## src/rtl/read_data_pkg.sv

```systemverilog
// +----------------------------------------------------------------------------+
// | read_data_pkg : FSM states, pixel-pair field layout, width helpers          |
// | Revision 1.0 - initial release                                             |
// +----------------------------------------------------------------------------+
`default_nettype none

package read_data_pkg;

  typedef enum logic [1:0] {
    ST_IDLE  = 2'd0,
    ST_VSYNC = 2'd1,
    ST_HSYNC = 2'd2,
    ST_DATA  = 2'd3
  } state_t;

  // Memory word is {R,G,B even, R,G,B odd}; each pixel is {R,G,B}.
  localparam int unsigned PIX_W    = 24;
  localparam int unsigned EVEN_LSB = 24;
  localparam int unsigned ODD_LSB  = 0;
  localparam int unsigned R_LSB    = 16;
  localparam int unsigned G_LSB    = 8;
  localparam int unsigned B_LSB    = 0;

  function automatic int unsigned cnt_width(input int unsigned n);
    return (n > 1) ? $clog2(n) : 1;
  endfunction

  function automatic int unsigned addr_width(input int unsigned w, input int unsigned h);
    return cnt_width(w * h / 2);
  endfunction

endpackage

`default_nettype wire

```

## src/rtl/read_data_threshold.sv

```systemverilog
// +----------------------------------------------------------------------------+
// | read_data_threshold : binarizes one RGB pixel against 3*THRESHOLD           |
// | Revision 1.0 - initial release                                             |
// +----------------------------------------------------------------------------+
`default_nettype none

module read_data_threshold
  import read_data_pkg::*;
#(
  parameter int THRESHOLD = 90
) (
  input  logic [PIX_W-1:0] pix_i,
  output logic [PIX_W-1:0] pix_o
);

  localparam logic [9:0] c_LEVEL = 10'(3 * THRESHOLD);

  logic [9:0] w_sum;

  assign w_sum = 10'(pix_i[R_LSB +: 8]) + 10'(pix_i[G_LSB +: 8]) + 10'(pix_i[B_LSB +: 8]);
  assign pix_o = (w_sum > c_LEVEL) ? '1 : '0;

endmodule

`default_nettype wire

```

## src/rtl/read_data.sv

```systemverilog
// +----------------------------------------------------------------------------+
// | read_data : streams a bottom-up stored frame top-down as pixel pairs with   |
// | vsync/hsync gaps. Define READ_THRESHOLD_EN to binarize pixels.              |
// | Revision 1.0 - initial release                                             |
// +----------------------------------------------------------------------------+
`default_nettype none

module read_data
  import read_data_pkg::*;
#(
  parameter  int IMAGE_WIDTH    = 768,
  parameter  int IMAGE_HEIGHT   = 512,
  parameter  int START_UP_DELAY = 100,
  parameter  int HSYNC_DELAY    = 160,
  parameter  int THRESHOLD      = 90,
  localparam int ADDR_W         = addr_width(IMAGE_WIDTH, IMAGE_HEIGHT)
) (
  input  logic              clk,
  input  logic              reset,
  input  logic              start,
  output logic              mem_Rd_En,
  output logic [ADDR_W-1:0] mem_Addr,
  input  logic [47:0]       mem_Rd_Data,
  output logic              vertical_Pulse,
  output logic              horizontal_Pulse,
  output logic [7:0]        data_Red_Even,
  output logic [7:0]        data_Green_Even,
  output logic [7:0]        data_Blue_Even,
  output logic [7:0]        data_Red_Odd,
  output logic [7:0]        data_Green_Odd,
  output logic [7:0]        data_Blue_Odd,
  output logic              sig_Read_Done
);

  localparam int HALF_W  = IMAGE_WIDTH / 2;
  localparam int MAX_DLY = (START_UP_DELAY > HSYNC_DELAY) ? START_UP_DELAY : HSYNC_DELAY;
  localparam int DLY_W   = cnt_width(MAX_DLY);
  localparam int ROW_W   = cnt_width(IMAGE_HEIGHT);
  localparam int COL_W   = cnt_width(HALF_W);

  if (IMAGE_WIDTH < 2 || (IMAGE_WIDTH % 2) != 0 || START_UP_DELAY < 1 ||
      HSYNC_DELAY < 1 || THRESHOLD < 0 || THRESHOLD > 255) begin : g_param_check
    $error("read_data: illegal parameter combination");
  end

  state_t            state_q;
  logic [DLY_W-1:0]  cnt_q;
  logic [ROW_W-1:0]  row_q;
  logic [COL_W-1:0]  col_q;
  logic [ADDR_W-1:0] addr_q;
  logic              rd_en_q;
  logic              vsync_q;
  logic              beat_q;
  logic              last_q;
  logic              done_q;
  logic [47:0]       pix_q;
  logic [47:0]       pix_d;

  logic              w_last_row;
  logic              w_last_col;
  logic [ADDR_W-1:0] w_row_base;
  logic [47:0]       w_pix;

  assign w_last_row = (row_q == ROW_W'(IMAGE_HEIGHT - 1));
  assign w_last_col = (col_q == COL_W'(HALF_W - 1));
  // BMP rows are stored bottom-up, so row 0 lives at the highest row base.
  assign w_row_base = ADDR_W'((IMAGE_HEIGHT - 1 - int'(row_q)) * HALF_W);

  always_ff @(posedge clk or posedge reset) begin
    if (reset) begin
      state_q <= ST_IDLE;
      cnt_q   <= '0;
      row_q   <= '0;
      col_q   <= '0;
      addr_q  <= '0;
      rd_en_q <= 1'b0;
      vsync_q <= 1'b0;
    end else begin
      case (state_q)
        ST_IDLE: begin
          if (start) begin
            state_q <= ST_VSYNC;
            cnt_q   <= '0;
            vsync_q <= 1'b1;
          end
        end
        ST_VSYNC: begin
          if (cnt_q == DLY_W'(START_UP_DELAY - 1)) begin
            state_q <= ST_HSYNC;
            cnt_q   <= '0;
            vsync_q <= 1'b0;
          end else begin
            cnt_q <= cnt_q + 1'b1;
          end
        end
        ST_HSYNC: begin
          if (cnt_q == DLY_W'(HSYNC_DELAY - 1)) begin
            state_q <= ST_DATA;
            col_q   <= '0;
            addr_q  <= w_row_base;
            rd_en_q <= 1'b1;
          end else begin
            cnt_q <= cnt_q + 1'b1;
          end
        end
        ST_DATA: begin
          if (w_last_col) begin
            rd_en_q <= 1'b0;
            addr_q  <= '0;
            col_q   <= '0;
            cnt_q   <= '0;
            if (w_last_row) begin
              state_q <= ST_IDLE;
              row_q   <= '0;
            end else begin
              state_q <= ST_HSYNC;
              row_q   <= row_q + 1'b1;
            end
          end else begin
            col_q  <= col_q + 1'b1;
            addr_q <= addr_q + 1'b1;
          end
        end
      endcase
    end
  end

`ifdef READ_THRESHOLD_EN
  logic [PIX_W-1:0] w_even_bin;
  logic [PIX_W-1:0] w_odd_bin;

  read_data_threshold #(.THRESHOLD(THRESHOLD)) u_thr_even (
    .pix_i (mem_Rd_Data[EVEN_LSB +: PIX_W]),
    .pix_o (w_even_bin)
  );

  read_data_threshold #(.THRESHOLD(THRESHOLD)) u_thr_odd (
    .pix_i (mem_Rd_Data[ODD_LSB +: PIX_W]),
    .pix_o (w_odd_bin)
  );

  assign w_pix = {w_even_bin, w_odd_bin};
`else
  assign w_pix = mem_Rd_Data;
`endif

  assign pix_d = rd_en_q ? w_pix : 48'd0;

  // Read data returns one cycle after the strobe, so beat/done trail the FSM.
  always_ff @(posedge clk or posedge reset) begin
    if (reset) begin
      beat_q <= 1'b0;
      pix_q  <= '0;
      last_q <= 1'b0;
      done_q <= 1'b0;
    end else begin
      beat_q <= rd_en_q;
      pix_q  <= pix_d;
      last_q <= rd_en_q && w_last_row && w_last_col;
      done_q <= last_q;
    end
  end

  assign mem_Rd_En        = rd_en_q;
  assign mem_Addr         = addr_q;
  assign vertical_Pulse   = vsync_q;
  assign horizontal_Pulse = beat_q;
  assign sig_Read_Done    = done_q;
  assign data_Red_Even    = pix_q[EVEN_LSB + R_LSB +: 8];
  assign data_Green_Even  = pix_q[EVEN_LSB + G_LSB +: 8];
  assign data_Blue_Even   = pix_q[EVEN_LSB + B_LSB +: 8];
  assign data_Red_Odd     = pix_q[ODD_LSB + R_LSB +: 8];
  assign data_Green_Odd   = pix_q[ODD_LSB + G_LSB +: 8];
  assign data_Blue_Odd    = pix_q[ODD_LSB + B_LSB +: 8];

endmodule

`default_nettype wire

```

## config.mk

```make
export PLATFORM = sky130hd
export DESIGN_NAME = read_data
export DESIGN_NICKNAME = d
export VERILOG_FILES = /design/src/rtl/read_data_pkg.sv /design/src/rtl/read_data_threshold.sv /design/src/rtl/read_data.sv
export SDC_FILE = /design/constraint.sdc
export NUM_CORES = 1
export LEC_CHECK = 0
export ABC_CLOCK_PERIOD_IN_PS = 4360
export BUFFER_PORTS_ARGS = -buffer_cell sky130_fd_sc_hd__buf_2
export CORE_ASPECT_RATIO = 1.75
export CORE_MARGIN = 5
export CORE_UTILIZATION = 53
export DETAILED_ROUTE_END_ITERATION = 10
export GPL_ROUTABILITY_DRIVEN = 0
export PLACE_DENSITY_LB_ADDON = 0.25
export SYNTH_ARGS = -nofsm -noshare
export SYNTH_HDL_FRONTEND = slang
export SYNTH_SLANG_ARGS = --single-unit
```

## constraint.sdc

```tcl
create_clock -name clk -period 4.36 [get_ports clk]
set_input_delay 0.872 -clock clk [delete_from_list [all_inputs] [get_ports clk]]
set_output_delay 0.872 -clock clk [all_outputs]
set_load 0.005 [all_outputs]
```

==> results of run 1 <==
==> worst paths after layout <==
kind / to / cells past startpoint / start / slack (ns)
setup / recovery: mem_Rd_En / 1 / mem_Rd_En / 1.80
hold / removal: sig_Read_Done / 0 / last_q / 0.37
setup reg to reg: mem_Addr[7] / 7 / state_q[0] / 1.86
hold reg to reg: sig_Read_Done / 0 / last_q / 0.37
max in group asynchronous: col_q[0] / 3 / reset / 2.74
min in group asynchronous: pix_q[36] / 2 / reset / 0.75
==> state kept, by name, indices dropped and copies added (netlist names) <==
name and cells:
row_q 9, vertical_Pulse 1, horizontal_Pulse 1, col_q 9
mem_Rd_En 1, cnt_q 8, mem_Addr 18, last_q 1
sig_Read_Done 1, pix_q 48, state_q 2
==> final cells by class <==
type | count | area [um2] | area share [%]
tap | 120 | 150.1 | 2.548
timing repair buffer | 123 | 623.1 | 10.57
inverter | 19 | 73.82 | 1.253
clock inverter | 5 | 67.56 | 1.146
clock buffer | 11 | 242.7 | 4.119
sequential | 99 | 2477 | 42.04
multi-input combinational | 333 | 2258 | 38.32
==> cell usage after synthesis, types with 2 or more instances <==
| master | n |
|---|---|
| a211oi_1 | 2 |
| a21o_1 | 4 |
| a21oi_1 | 11 |
| a221o_1 | 2 |
| a22o_1 | 2 |
| a31oi_1 | 9 |
| and2_1 | 51 |
| and3_1 | 7 |
| buf_2 | 8 |
| clkbuf_1 | 8 |
| dfrtp_1 | 99 |
| ha_1 | 32 |
| inv_1 | 17 |
| inv_2 | 2 |
| mux2i_1 | 2 |
| nand2_1 | 36 |
| nand2b_1 | 5 |
| nand3_1 | 21 |
| nand3_2 | 3 |
| nand4b_1 | 2 |
| nor2_1 | 24 |
| nor2b_1 | 4 |
| nor3_1 | 6 |
| nor4_1 | 2 |
| o211ai_1 | 3 |
| o21ai_0 | 34 |
| o21ai_1 | 18 |
| o311ai_0 | 2 |
| o31a_1 | 2 |
| o31ai_1 | 10 |
| o31ai_2 | 3 |
| o32a_1 | 2 |
| o41ai_1 | 2 |
| o41ai_2 | 2 |
| or2_2 | 2 |
| or4_1 | 3 |
| xor2_1 | 3 |
==> routing by layer <==
layer | vias up | part of all wire [%] | GRT usage, %
li1 | 1889 | - | -
met1 | 1825 | 39 | 22.28
met2 | 118 | 52 | 35.58
met4 | 0 | 1.5 | 7.455
met5 | - | 0 | 0
met3 | 14 | 7.1 | 4.282
==> cell families after synthesis <==
family | Yosys count
adders and majority gates | 33
AOI/OAI and AO/OA | 117
xor gates and xnor gates | 4
muxes | 3
and+or+nand+nor | 176
buffers and inverters | 36
DFF | 99
==> metrics by stage <==
stage / instance area [um2] / std cells
2_1_floorplan: 4878 / 468
3_3_place_gp: 5583 / 694
3_5_place_dp: 5583 / 694
4_1_cts: 5893 / 710
5_1_grt: 5893 / 710
6_report: 5893 / 710
==> report_power, final <==
part           leakage (nW)  switching (mW)  internal, mW
sequential             1.36          0.0778         0.984
clock                 0.153           0.347         0.470
combinational          1.49           0.366         0.221
==> impl_metrics.csv, run 1 <==
group,metric,value,unit
clocking,postCtsHoldBufs,0,
clocking,clockRootBuffer,"clkbuf_16",
global_routing,grt-ovfl-total,0,
yosys,yosysSeqAreaShare,50.78,%
yosys,ys.flop_type,"dfrtp_1",
yosys,synth-edff-count,0,
routing,post_drt_wl_per_cell,15.35,um
yosys,synthCells,468,
routing,drt-vias-per-instance,5.417,
floorplan,chipHeight,136.9,um
yosys,synth_top_area_share,50.78,%
worst_setup_path,crit_fanout,52,
clocking,numCtsBuffers,9,
sta,fin_crit_sh,58.62,%
finish,fin_nets,669,
worst_setup_path,worst_path_largest_cell_delay,1.08,ns
finish,post-route-util,65.22,%
yosys,synth_compound_area_share,15.98,%
power,power,2.466,mW
yosys,synth.distinct_cells,60,
power,pwr_density_cell,418.4,nW/um2
floorplan,start_util,53.99,%
sta,timing.hold.ws,0.3660,ns
worst_setup_path,slowest_stage,"dfrtp_1",
power,p_leak,3.001,nW
placed_design,post-place-ws,1.869,ns
routing,drt-initial-drc-count,160,
routing,first_pass_iters,4,
finish,drive_gt1_share,27.29,%
yosys,synth_seq_cells,99,
sta,worst_slack,1.804,ns
routing,drtAntennaViolNets,0,
sta,rsz0062_at_grt,"no",
power,max-vdd-ir-drop,233.1,uV
global_routing,grt_pass1_vias,3728,
floorplan,num_rows,46,
clocking,cts.reportedPaths.clkPinSlew,0.07,ns
floorplan,io_pins,121,
yosys,syn_area,4878,um2
yosys,synthXorXnorAreaFrac,0.7181,%
clocking,cts.sinks,99,
routing,route.detailed.drc,0,
sta,relSlewSlack,25.65,%
yosys,yosysWarnings,0,
floorplan,die_area,11300,um2
worst_setup_path,cp-end-kind,"output pin",
sta,fmax,0.3913,GHz
sta,hold_viol,0,
yosys,synth_top_family_by_area,"simple AND/OR/NAND/NOR gates",
placed_design,portBuffers,120,
min_path,hold_class,"flip-flop to flip-flop",
finish,final_common_cell,"buf_2",
yosys,synthAdderAreaFrac,8.618,%
finish,mostFrequentLayoutCells,"120 x buf_2, 99 x dfrtp_1, 51 x and2_1",
sta,setup_viol,0,
yosys,syn_nets,552,
yosys,yosys.area.top_type,"dfrtp_1",
worst_setup_path,crit_buf_inv,1,
global_routing,antenna_found_initial,0,
clocking,post_cts_resized,0,
finish,area_growth,20.80,%
sta,fin_tns_setup,0,ns
global_routing,grt_pass1_wl,17350,um
routing,wirelength,10900,um
outcome,outcome,"completed",
yosys,yosys-top-cells-area,"dfrtp_1 51%, ha_1 8.2%, and2_1 6.5%",
worst_setup_path,crit_chain,"buf_2",
clocking,cts_tree,"yes",
global_routing,grt_max_degree,79,
yosys,syn_avg_cell_area,10.42,um2
worst_setup_path,critPathArrivalTime,1.68,ns
floorplan,die_w,82.53,um
finish,fill_cells,729,
worst_setup_path,required,3.49,ns
finish,diodes,0,
flow_run,max_cap_violations,0,
worst_setup_path,critPathKind,"flip-flop to output pin",
sta,slew_viol_final,0,
clocking,htreeDepth,3,
routing,vias,3846,
clocking,postCtsSetupRepairBufs,0,
sta,fin_worst_skew,0.007962,ns
clocking,clock_latency,0.34,ns
floorplan,core,9036,um2
global_routing,grt_use_total,19.80,%
clocking,clockBufferDepth,2,
placed_design,dp_hpwl,8044,um
yosys,synth_async_sr_flop_share,100.0,%
worst_setup_path,start_kind,"flip-flop",
sta,post-route-min-period,2.556,ns
sta,tightestPinTransition,1.115,ns
yosys,synth.area.mux_share,0.6412,%
worst_setup_path,crit_family,"flip-flops",
yosys,synth_simple_gate_area_share,20.21,%
No activity file was read; power rests on OpenSTA's default activity.
==> run 2, diff against run 1 <==
Settings changed: ABC_CLOCK_PERIOD_IN_PS 4360 to 2450.
Clock period 4.36 ns to 2.45 ns, I/O delays scaled along.
==> run 2 against run 1 <==
  * Clock-buffer cell count shrank 1
  * Critical path depth grew 7
  * Sequential power grew 78%
  * Worst hold slack lost 0.13 ns
  * Sequential cell count is the same
  * Critical path type is now flip-flop to flip-flop
==> impl_metrics.csv, run 2 (synthesized netlist as in run 1, its figures left out) <==
group,metric,value,unit
finish,finalInstanceArea,6025,um2
routing,vias,4001,
placed_design,dp_hpwl,8650,um
worst_setup_path,cp-end-kind,"flip-flop",
sta,fin_worst_skew,0.008311,ns
clocking,htreeDepth,3,
finish,final_common_cell,"buf_2",
sta,fin_tns_setup,0,ns
sta,fmax,0.4208,GHz
placed_design,place_inst,710,
clocking,numCtsBuffers,9,
finish,diodes,0,
clocking,clockRootBuffer,"clkbuf_16",
clocking,clock_latency,0.34,ns
routing,wirelength,11670,um
placed_design,portBuffers,120,
worst_setup_path,required,2.67,ns
finish,area_growth,23.49,%
worst_setup_path,crit_fanout,5,
min_path,hold_class,"input pin to asynchronous set/reset pin",
placed_design,post-place-ws,0.03011,ns
floorplan,die_w,82.53,um
sta,hold_viol,0,
outcome,outcome,"completed",
global_routing,grt-ovfl-total,0,
sta,fin_crit_sh,97.00,%
sta,worst_slack,0.07350,ns
sta,relSlewSlack,55.49,%
routing,drt-initial-drc-count,232,
power,pwr_density_cell,731.9,nW/um2
global_routing,grt_use_total,21.45,%
finish,top_register,"pix_q",
floorplan,start_util,53.99,%
sta,slew_viol_final,0,
clocking,cts.reportedPaths.clkPinSlew,0.07,ns
routing,route.detailed.drc,0,
global_routing,grt_pass1_vias,4006,
power,p_leak,3.069,nW
floorplan,chipHeight,136.9,um
power,power,4.409,mW
routing,drtAntennaViolNets,0,
finish,drive_gt1_share,29.70,%
clocking,cts_tree,"yes",
placed_design,placed_cell_area,5729,um2
routing,first_pass_iters,5,
sta,rsz0062_at_grt,"yes",
finish,fin_nets,685,
clocking,cts.sinks,99,
sta,tightestPinTransition,0.6662,ns
worst_setup_path,critPathArrivalTime,2.59,ns
floorplan,num_rows,46,
routing,drt-vias-per-instance,5.511,
sta,setup_viol,0,
worst_setup_path,start_kind,"flip-flop",
floorplan,die_area,11300,um2
global_routing,antenna_found_initial,0,
worst_setup_path,reg2reg_slack,0.07,ns
global_routing,grt_pass1_wl,18620,um
finish,layoutNonFillerInstCount,726,
worst_setup_path,critPathKind,"flip-flop to flip-flop",
power,max-vdd-ir-drop,616.0,uV
clocking,postCtsSetupRepairBufs,0,
finish,mostFrequentLayoutCells,"120 x buf_2, 99 x dfrtp_1, 51 x and2_1",
finish,largest_register_ffs,48,
floorplan,io_pins,121,
sta,post-route-min-period,2.376,ns
global_routing,grt_max_degree,49,
flow_run,max_cap_violations,0,
routing,post_drt_wl_per_cell,16.07,um
clocking,clockBufferDepth,2,
floorplan,core,9036,um2
[run 2: cell types whose count changed in the layout (fill, tap and decap cells not counted), sizes merged]
cell / previous run / this run
inv: 22 / 20
bufinv: 1 / 0
buf: 123 / 139
clkbuf: 11 / 10
clkinv: 1 / 2
clkinvlp: 0 / 3
[run 2: repair_timing]
action,CTS,global route
resized for setup,0,3
endpoints found under the hold margin,0,0
endpoints found under the setup margin,0,2
hold buffers,0,0
[run 2: layer usage]
layer | GRT usage, % | vias to the layer above | share of wire (%)
li1 | - | 1917 | -
met1 | 24.12 | 1911 | 37
met2 | 37.59 | 145 | 52
met3 | 5.072 | 28 | 7.7
met4 | 9.545 | 0 | 2.9
met5 | 0 | - | 0
[run 2: stage by stage]
stage / hold slack [ns] / util, %
floorplan: 0.3312 / -
global placement: 0.3347 / 63.40
detailed placement: 0.3373 / 63.40
CTS: 0.2476 / 66.56
global route: 0.2796 / 66.67
finish: 0.2400 / 66.67
[run 2: area by class of cell]
| type | count | area (um2) |
|---|---|---|
| flip-flops and latches | 99 | 2477 |
| fillers | 745 | 3012 |
| repair buffers | 139 | 768.2 |
| inverters | 19 | 75.07 |
| well taps | 120 | 150.1 |
| clock inverters | 6 | 46.29 |
| multi-input cells | 333 | 2268 |
| clock buffers | 10 | 239.0 |
[run 2: worst max-delay path, stage by stage, from the launching register on]
cell	delay [ns]
dfrtp_1	0.40
inv_1	0.09
ha_1	0.29
ha_1	0.36
and3_1	0.22
a221o_1	0.35
o41ai_2	0.26
xor2_1	0.18
o211ai_1	0.09
[run 2: power breakdown]
group          switching [mW]  leakage (nW)  internal [mW]
logic                   0.690          1.57          0.471
registers               0.143          1.36           1.75
clock network           0.631         0.135          0.724
[run 2: path summary, 6_finish.rpt]
| kind | end | depth (start not counted) | from |
|---|---|---|---|
| min | mem_Rd_En | 2 | reset |
| min in group clk | sig_Read_Done | 0 | last_q |
| min reg2reg | sig_Read_Done | 0 | last_q |
| max in group asynchronous | col_q[6] | 3 | reset |
| max | mem_Addr[16] | 8 | row_q[5] |
| max reg2reg | mem_Addr[16] | 8 | row_q[5] |
==> run 3, diff against run 2 <==
Settings changed: BUFFER_PORTS_ARGS -buffer_cell sky130_fd_sc_hd__buf_2 to not set, CORE_UTILIZATION 53 to 55, DONT_BUFFER_PORTS set to 1, SKIP_LAST_GASP set to 1.
==> run 3 against run 2 <==
  * Die area fell by 3.3%
  * Utilization fell by 3.4 points
  * Cell area fell by 8.9%
  * First-iteration DRC count fell by 33%
  * Clock power rose by 5%
  * Worst hold slack improved by 0.040 ns
  * Non-clock buffer count fell by 114
  * Cell count fell by 16%
  * Global-route usage fell by 1.1 points
  * Total power fell by 1.6%
  * Critical path type unchanged
  * Critical path depth did not move
  * Largest cell class unchanged
  * Fmax rose by 1.8%
==> impl_metrics.csv, run 3 (synthesized netlist as in run 1, its figures left out) <==
group,metric,value,unit
global_routing,grt-ovfl-total,0,
global_routing,grt_pass1_vias,3536,
sta,timing.hold.ws,0.2804,ns
clocking,numCtsBuffers,9,
power,share_seq_of_total_power,44.0,%
worst_setup_path,crit_fanout,5,
min_path,min_from,"mem_Rd_Data[0]",
power,max-vdd-ir-drop,507.9,uV
placed_design,post-place-ws,0.04060,ns
floorplan,num_rows,45,
worst_setup_path,r2r_cells,8,
finish,area_growth,12.49,%
worst_setup_path,start_kind,"flip-flop",
power,p_clk_share,32.7,%
finish,fin_nets,571,
worst_setup_path,crit_family,"compound AO/OA/AOI/OAI gates",
min_path,hold_class,"input pin to flip-flop",
placed_design,placed_cell_area,5112,um2
flow_run,max_cap_violations,0,
worst_setup_path,required,2.66,ns
clocking,clock_latency,0.34,ns
routing,met2_length,5507,um
worst_setup_path,reg2reg_from,"row_q[5]",
finish,finalInstanceArea,5488,um2
worst_setup_path,crit_chain,"inv_1, ha_1, ha_1, and3_1, a221o_1, o41ai_2, xor2_1, o211ai_1",
floorplan,io_pins,121,
worst_setup_path,slowest_stage,"dfrtp_1",
routing,post_drt_wl_per_cell,17.21,um
outcome,outcome,"completed",
worst_setup_path,worst_path_largest_cell_delay,0.40,ns
sta,post-route-min-period,2.334,ns
power,pwr-share-comb,23.3,%
min_path,hold-path-endpoint,"pix_q[0]",
routing,vias,3557,
routing,wl_met3,979,um
floorplan,core,8671,um2
routing,wl_met1,3746,um
global_routing,grt_pass1_wl,17410,um
min_path,hold_path_depth,1,
routing,wirelength,10480,um
sta,relSlewSlack,54.85,%
routing,top_layer_used,"met4",
clocking,htreeDepth,3,
clocking,clockRootBuffer,"clkbuf_16",
finish,top_register,"pix_q",
global_routing,grt_max_degree,37,
sta,slew_viol_final,0,
power,p_int,2.969,mW
sta,rsz0062_at_grt,"yes",
worst_setup_path,startpoint,"row_q[5]",
clocking,cts.reportedPaths.clkPinSlew,0.07,ns
floorplan,die_area,10930,um2
worst_setup_path,r2r_end,"mem_Addr[16]",
sta,hold_viol,0,
power,p_switching,1.371,mW
routing,first_pass_iters,4,
worst_setup_path,cp-end-kind,"flip-flop",
floorplan,start_util,56.26,%
sta,tightestPinTransition,0.6772,ns
worst_setup_path,reg2reg_slack,0.12,ns
finish,drive_gt1_share,13.82,%
worst_setup_path,crit_buf_inv,1,
routing,drtAntennaViolNets,0,
worst_setup_path,critPathKind,"flip-flop to flip-flop",
finish,final_common_cell,"dfrtp_1",
clocking,cts_tree,"yes",
sta,fin_crit_sh,95.27,%
clocking,cts.sinks,99,
sta,fin_worst_skew,0.008355,ns
sta,fmax,0.4284,GHz
placed_design,portBuffers,0,
power,pwr_density_cell,790.7,nW/um2
floorplan,chipHeight,134.6,um
power,p_leak,2.529,nW
routing,route.detailed.drc,0,
sta,setup_viol,0,
power,power,4.339,mW
worst_setup_path,critPathArrivalTime,2.55,ns
finish,diodes,0,
finish,largest_register_ffs,48,
worst_setup_path,cpMostUsedCell,"ha_1",
global_routing,grt_use_total,20.38,%
sta,worst_slack,0.1159,ns
power,swShare,31.58,%
placed_design,dp_hpwl,7957,um
global_routing,antenna_found_initial,0,
finish,mostFrequentLayoutCells,"99 x dfrtp_1, 51 x and2_1, 36 x nand2_1",
routing,drt-vias-per-instance,5.841,
clocking,clockBufferDepth,2,
routing,drt-initial-drc-count,155,
floorplan,die_w,81.20,um
-- run 3: cell types whose count changed in the layout (fill, tap and decap cells not counted), sizes merged --
cell / change
clkinvlp: -1
clkbuf: +1
buf: -115
dlygate4sd3: +1
bufinv: +1
inv: -1
-- run 3: area by class of cell --
| type | instances | area [um2] |
|---|---|---|
| Clock buffer | 11 | 242.7 |
| Clock inverter | 5 | 60.06 |
| Fill cell | 713 | 3183 |
| Inverter | 19 | 75.07 |
| Multi-Input combinational cell | 333 | 2283 |
| Sequential cell | 99 | 2477 |
| Tap cell | 117 | 146.4 |
| Timing Repair Buffer | 25 | 202.7 |
-- run 3: per-layer routing --
metal,GRT usage [%],vias to the layer above
met5,0,-
met4,7.613,0
met3,7.610,19
met2,35.73,122
met1,21.81,1725
li1,-,1691
-- run 3: how the worst max path moves through the flow --
| stage | end | slack (ns) | cells past startpoint |
|---|---|---|---|
| after global routing | mem_Addr[16] | -0.04 | 8 |
| after floorplan | mem_Addr[16] | 0.19 | 8 |
| after global placement | mem_Addr[17] | 0.10 | 10 |
| after CTS | mem_Addr[17] | 0.03 | 10 |
| final | mem_Addr[16] | 0.12 | 8 |
| after detailed placement | mem_Addr[17] | 0.04 | 10 |
-- run 3: repair_timing --
item,in CTS,in global routing
hold buffers,1,0
resized for setup,0,7
setup endpoints to repair,0,4
setup buffers,0,5
hold endpoints to repair,5,0
-- run 3: stage by stage --
step                       TNS, ns  util, %  cells
final                            0    63.29    609
after global routing      -0.04073    63.29    609
after CTS                        0    62.57    604
after detailed placement         0    58.96    587
after global placement           0    58.96    587
after floorplan                  0        -    468
-- run 3: power groups by stage --
stage | registers, mW | logic, mW | clock network [mW]
floorplan | 1.89 | 0.736 | 0
global placement | 1.94 | 0.972 | 0
detailed placement | 1.94 | 1.01 | 0
CTS | 1.91 | 1.02 | 1.45
global route | 1.93 | 1.15 | 1.52
finish | 1.91 | 1.01 | 1.42
